[config.mk]
export PLATFORM = sky130hd
export DESIGN_NAME = alu_share_ctrl
export DESIGN_NICKNAME = d
export VERILOG_FILES = /design/src/rtl/alu_ctrl_pkg.sv /design/src/rtl/alu_op_decoder.sv /design/src/rtl/alu_share_ctrl.sv
export SDC_FILE = /design/constraint.sdc
export NUM_CORES = 1
export LEC_CHECK = 0
export ABC_AREA = 1
export BUFFER_PORTS_ARGS = -buffer_cell sky130_fd_sc_hd__buf_4
export CORE_MARGIN = 2
export CORE_UTILIZATION = 45
export DETAILED_ROUTE_END_ITERATION = 8
export GPL_TIMING_DRIVEN = 0
export PLACE_DENSITY = 0.86
export SYNTH_ARGS = -nofsm -noshare
export SYNTH_HDL_FRONTEND = slang
export SYNTH_SLANG_ARGS = --single-unit
[constraint.sdc]
create_clock -name clk -period 3.66 [get_ports clk]
set_input_delay 0.366 -clock clk [delete_from_list [all_inputs] [get_ports clk]]
set_output_delay 0.366 -clock clk [all_outputs]
set_load 0.02 [all_outputs]
[src/rtl/alu_ctrl_pkg.sv]
`default_nettype none
// ============================================================================
// Module   : alu_ctrl_pkg
// Purpose  : Shared types for ALU sharing/sequencing logic: op-code enum,
//            controller state encoding, one-hot ALU select bundle and the
//            multiply-class helper.
// Revision : 1.0 - initial release
// ============================================================================
package alu_ctrl_pkg;

  typedef enum logic [3:0] {
    OP_ADD    = 4'd0,
    OP_SUB    = 4'd1,
    OP_MUL    = 4'd2,
    OP_MULH   = 4'd3,
    OP_MULHSU = 4'd4,
    OP_MULHU  = 4'd5,
    OP_AND    = 4'd6,
    OP_OR     = 4'd7,
    OP_SLT    = 4'd8,
    OP_SLTU   = 4'd9
  } alu_op_e;

  typedef enum logic [1:0] {
    ST_IDLE = 2'd0,
    ST_EXEC = 2'd1,
    ST_RESP = 2'd2
  } ctrl_state_e;

  typedef struct packed {
    logic sltu;
    logic slt;
    logic op_or;
    logic op_and;
    logic mulhu;
    logic mulhsu;
    logic mulh;
    logic mul;
    logic sub;
    logic add;
  } alu_sel_t;

  // Multiply-class ops need the ALU inputs held for the multi-cycle latency.
  function automatic logic is_mul(alu_op_e op);
    return (op == OP_MUL) || (op == OP_MULH) || (op == OP_MULHSU) || (op == OP_MULHU);
  endfunction

endpackage
`default_nettype wire

[src/rtl/alu_op_decoder.sv]
`default_nettype none
// ============================================================================
// Module   : alu_op_decoder
// Purpose  : Combinational decode of a 4-bit ALU op code into the ALU's
//            one-hot select bundle. Codes 10-15 raise illegal and leave every
//            select low.
// Ports    : op      in  4  op code (alu_op_e encoding)
//            sel     out    one-hot select bundle (alu_sel_t)
//            illegal out 1  op code has no ALU function
// Revision : 1.0 - initial release
// ============================================================================
module alu_op_decoder
  import alu_ctrl_pkg::*;
(
  input  logic [3:0] op,
  output alu_sel_t   sel,
  output logic       illegal
);

  always_comb begin
    sel     = '0;
    illegal = 1'b0;
    case (op)
      OP_ADD:    sel.add    = 1'b1;
      OP_SUB:    sel.sub    = 1'b1;
      OP_MUL:    sel.mul    = 1'b1;
      OP_MULH:   sel.mulh   = 1'b1;
      OP_MULHSU: sel.mulhsu = 1'b1;
      OP_MULHU:  sel.mulhu  = 1'b1;
      OP_AND:    sel.op_and = 1'b1;
      OP_OR:     sel.op_or  = 1'b1;
      OP_SLT:    sel.slt    = 1'b1;
      OP_SLTU:   sel.sltu   = 1'b1;
      default:   illegal    = 1'b1;
    endcase
  end

endmodule
`default_nettype wire

[src/rtl/alu_share_ctrl.sv]
`default_nettype none
// ============================================================================
// Module   : alu_share_ctrl
// Purpose  : Shares one integer ALU between two requesters. Round-robin
//            arbitration on a valid/ready request channel, op decode onto the
//            ALU one-hot selects, multi-cycle operand hold for multiplies and
//            a valid/ready response channel carrying the requester id.
// Ports    : clk, rst_n                 clock / async active-low reset
//            req_valid/req_ready [1:0]  request handshake, bit i = requester i
//            req_op0/1, req_a0/1, req_b0/1  per-requester op and operands
//            rsp_valid/rsp_ready        response handshake
//            rsp_id/result/zero/err     captured response fields
//            alu_operand_a/b, alu_sel_* drive the external ALU
//            alu_result, alu_zero_flag  sampled from the external ALU
// Revision : 1.0 - initial release
// ============================================================================
module alu_share_ctrl
  import alu_ctrl_pkg::*;
#(
  parameter int WIDTH   = 32,
  parameter int MUL_LAT = 3
) (
  input  logic             clk,
  input  logic             rst_n,
  input  logic [1:0]       req_valid,
  output logic [1:0]       req_ready,
  input  logic [3:0]       req_op0,
  input  logic [3:0]       req_op1,
  input  logic [WIDTH-1:0] req_a0,
  input  logic [WIDTH-1:0] req_b0,
  input  logic [WIDTH-1:0] req_a1,
  input  logic [WIDTH-1:0] req_b1,
  output logic             rsp_valid,
  input  logic             rsp_ready,
  output logic             rsp_id,
  output logic [WIDTH-1:0] rsp_result,
  output logic             rsp_zero,
  output logic             rsp_err,
  output logic [WIDTH-1:0] alu_operand_a,
  output logic [WIDTH-1:0] alu_operand_b,
  output logic             alu_sel_add,
  output logic             alu_sel_sub,
  output logic             alu_sel_mul,
  output logic             alu_sel_mulh,
  output logic             alu_sel_mulhsu,
  output logic             alu_sel_mulhu,
  output logic             alu_sel_and,
  output logic             alu_sel_or,
  output logic             alu_sel_slt,
  output logic             alu_sel_sltu,
  input  logic [WIDTH-1:0] alu_result,
  input  logic             alu_zero_flag
);

  localparam int CNT_W = (MUL_LAT > 1) ? $clog2(MUL_LAT) : 1;

  ctrl_state_e      state, state_nxt;
  logic             rr_prio;      // requester that wins the next tie
  logic             grant_id;
  logic             accept;
  logic [3:0]       op_q;
  logic [WIDTH-1:0] a_q, b_q;
  logic             id_q;
  logic [CNT_W-1:0] cnt;
  logic [3:0]       grant_op;
  alu_sel_t         dec_sel, sel;
  logic             dec_illegal;
  logic             in_exec;

  alu_op_decoder u_dec (
    .op      (op_q),
    .sel     (dec_sel),
    .illegal (dec_illegal)
  );

  // Grant selection: sole requester wins, ties go to the round-robin pointer.
  always_comb begin
    grant_id = 1'b0;
    case (req_valid)
      2'b10:   grant_id = 1'b1;
      2'b11:   grant_id = rr_prio;
      default: grant_id = 1'b0;
    endcase
  end

  assign accept   = (state == ST_IDLE) && (|req_valid);
  assign grant_op = grant_id ? req_op1 : req_op0;

  // State register
  always_ff @(posedge clk or negedge rst_n) begin
    if (!rst_n) state <= ST_IDLE;
    else        state <= state_nxt;
  end

  // Next-state logic
  always_comb begin
    state_nxt = state;
    case (state)
      ST_IDLE: if (|req_valid)     state_nxt = ST_EXEC;
      ST_EXEC: if (cnt == '0)      state_nxt = ST_RESP;
      ST_RESP: if (rsp_ready)      state_nxt = ST_IDLE;
      default:                     state_nxt = ST_IDLE;
    endcase
  end

  // Output logic
  always_comb begin
    in_exec   = (state == ST_EXEC);
    req_ready = accept ? (2'b01 << grant_id) : 2'b00;
    rsp_valid = (state == ST_RESP);
    sel       = in_exec ? dec_sel : '0;
  end

  assign alu_operand_a  = in_exec ? a_q : '0;
  assign alu_operand_b  = in_exec ? b_q : '0;
  assign alu_sel_add    = sel.add;
  assign alu_sel_sub    = sel.sub;
  assign alu_sel_mul    = sel.mul;
  assign alu_sel_mulh   = sel.mulh;
  assign alu_sel_mulhsu = sel.mulhsu;
  assign alu_sel_mulhu  = sel.mulhu;
  assign alu_sel_and    = sel.op_and;
  assign alu_sel_or     = sel.op_or;
  assign alu_sel_slt    = sel.slt;
  assign alu_sel_sltu   = sel.sltu;

  // Request capture, hold counter, arbitration pointer and response capture.
  always_ff @(posedge clk or negedge rst_n) begin
    if (!rst_n) begin
      rr_prio    <= 1'b0;
      op_q       <= '0;
      a_q        <= '0;
      b_q        <= '0;
      id_q       <= 1'b0;
      cnt        <= '0;
      rsp_id     <= 1'b0;
      rsp_result <= '0;
      rsp_zero   <= 1'b0;
      rsp_err    <= 1'b0;
    end else begin
      if (accept) begin
        rr_prio <= ~grant_id;
        op_q    <= grant_op;
        a_q     <= grant_id ? req_a1 : req_a0;
        b_q     <= grant_id ? req_b1 : req_b0;
        id_q    <= grant_id;
        // Counter holds remaining EXEC cycles after the current one.
        cnt     <= is_mul(alu_op_e'(grant_op)) ? CNT_W'(MUL_LAT - 1) : '0;
      end else if (in_exec) begin
        if (cnt == '0) begin
          rsp_id     <= id_q;
          // Illegal ops force a clean zero result regardless of the ALU.
          rsp_result <= dec_illegal ? '0 : alu_result;
          rsp_zero   <= dec_illegal ? 1'b1 : alu_zero_flag;
          rsp_err    <= dec_illegal;
        end else begin
          cnt <= cnt - 1'b1;
        end
      end
    end
  end

endmodule
`default_nettype wire

==> impl_metrics.tcl <==
set metrics [dict create \
    mappedNetlistNets 762 \
    vias 5200 \
    fmax_ghz 0.414 \
    slew_headroom 0.654 \
    chipHeight_um 110 \
    cp-start-kind "flip-flop" \
    holdPathEnd "state[1]" \
    final_common_cell "buf_4" \
    synth_edf_count 0 \
    start_util 0.465 \
    end_kind "output port" \
    async_flop_share 1.00 \
    areaGrowthSynthToFinish_pct 52.1 \
    setup_viol 0 \
    final_hold_viol_count 0 \
    fin_skew_ns 0.0125 \
    slew_violations 0 \
    pre_cts_slack_ns 1.59 \
    required_ns 3.29 \
    power_mw 6.45 \
    grt_max_degree 110 \
    antenna_found_initial 0 \
    drc 0 \
    path_clk_slew_ns 0.08 \
    finalCritPeriodShare 0.659 \
    num_io_pins 286 \
    grt_setup_unrepaired "false" \
    crit_arrival_ns 2.05 \
    hold_path_startpoint "rsp_ready" \
    drt-total-wl_um 16400 \
    power_density_mw_per_mm2 834 \
    reg2regPathDepth 6 \
    ys_ff_latch 109 \
    rr_startpoint "state[1]" \
    syn_area_mm2 0.00508 \
    synth.distinct_cells 24 \
    synth-main-ff-cell "dfrtp_1" \
    hp-class "input port to flip-flop" \
    avgSynthCellArea_um2 8.65 \
    cts_resized 0 \
    status "finished clean" \
    viasPerCell 5.05 \
    post_cts_buffers 0 \
    yosysSeqAreaShare 0.537 \
    regToRegSetupSlack_ns 1.95 \
    dp_hpwl_um 12500 \
    path_max_fanout 10 \
    stdcell_count 1030 \
    cts_tree "built" \
    regToRegEndpoint "b_q[26]" \
    n_antenna_cell 0 \
    grt_usage 0.263 \
    die_x_um 110 \
    clockRootBuffer "clkbuf_16" \
    gp_congestion 0.905 \
    drtAntennaViolNets 0 \
    num-nets-final 1060 \
    fin_crit_ns 2.41 \
    worst-slew-pin-transition_ns 0.519 \
    cts_buffer_depth 2 \
    grt_overflow 0 \
    placedCellCount 1012 \
    maxCapViolCount 0 \
    drt_iter0_drc 282 \
    firstDrtPassIters 4 \
    layout_common_cells "289 x buf_4, 153 x nand2_1, 109 x dfrtp_1, 81 x inv_1, 74 x nor2_1" \
    clkLatencyLatePin_ns 0.34 \
    setup_ws_ns 1.25 \
    rows 38 \
    p_leak_nw 4.03 \
    grt_pass1_wl_um 24600 \
    fin_tns_setup_ns 0 \
    grt_pass1_vias 5020 \
    yosysWarnings 0 \
    synthCells 587 \
    h-tree-depth 3 \
    worstHoldPathCells 2 \
    clock-sinks 109 \
    critPathKind "flip-flop to output port" \
    routedWlPerCell_um 15.9 \
    holdWs_ns 0.197 \
    cts_hold_buf 0 \
    die-area_mm2 0.0122 \
    cts_buffers 9 \
    core_mm2 0.0109 \
    ir_worst_vdd_mv 0.472 \
    portBuffers 285 \
    final_layout_size_suffix_gt1_frac 0.375 \
]
[flip-flops by register name, indices dropped and copies added, names as in the netlist]
register	count
rsp_err	1
rsp_id	1
op_q	4
cnt	2
a_q	32
state	2
rsp_result	32
rsp_zero	1
id_q	1
b_q	32
rr_prio	1
[layer usage]
metal  track usage  wire length, um
met1         0.330             6600
met2         0.447             8040
met3        0.0541             1250
met4         0.103              519
met5             0                0
[kinds of logic (layout without fill, tap and decap cells)]
| logic type | after synthesis | in the layout | synth area share |
|---|---|---|---|
| AOI/OAI and AO/OA | 111 | 111 | 0.167 |
| buffers and inverters | 121 | 424 | 0.103 |
| DFF | 109 | 109 | 0.537 |
| and+or+nand+nor | 245 | 245 | 0.190 |
| adders and majority gates | 1 | 1 | 0.00246 |
[synth_stat cells (3+ instances only)]
cell / number / share of area
inv_1: 81 / 0.060
a22o_1: 32 / 0.055
nand3_1: 7 / 0.0069
buf_4: 5 / 0.0074
nand2_1: 153 / 0.11
o211ai_1: 65 / 0.096
nor2_1: 74 / 0.055
clkbuf_1: 12 / 0.0089
inv_2: 6 / 0.0044
dfrtp_1: 109 / 0.54
a21oi_1: 4 / 0.0039
buf_2: 10 / 0.0099
nand2_2: 3 / 0.0037
o21ai_0: 6 / 0.0059
buf_6: 5 / 0.011
nor4_1: 4 / 0.0049
[area by class of cell]
class / count / area (um^2)
fill: 883 / 3210
sequential: 109 / 2730
timing repair buffer: 287 / 2180
multi-input combinational: 357 / 1830
inverter: 87 / 327
clock buffer: 9 / 225
buffer: 34 / 196
tap: 140 / 175
clock inverter: 7 / 65.1
[worst max-delay path, cell delays in order (launching register included)]
cell	delay, ns
dfrtp_1	0.42
inv_2	0.09
nor2_4	0.05
inv_2	0.09
buf_2	0.27
buf_1	0.42
nor2_1	0.17
buf_4	0.20
[how the worst max path moves through the flow]
stage,startpoint,endpoint,depth (start not counted)
after floorplan,state[1],alu_sel_and,4
after global placement,state[0],alu_operand_b[15],7
after detailed placement,state[0],alu_operand_b[15],7
after CTS,state[0],alu_operand_b[15],7
after global routing,state[0],alu_operand_b[15],7
final,state[0],alu_operand_b[15],7
[power breakdown]
part           switching [mW]  internal, mW
clock network           0.480         0.480
logic                    2.12          1.41
registers               0.202          1.76
[per-stage QoR]
stage	instance area, um^2	util
global placement	7390	0.676
floorplan	5080	-
global route	7730	0.707
finish	7730	0.707
detailed placement	7390	0.676
CTS	7680	0.703
No activity file was read; power rests on OpenSTA's default activity.
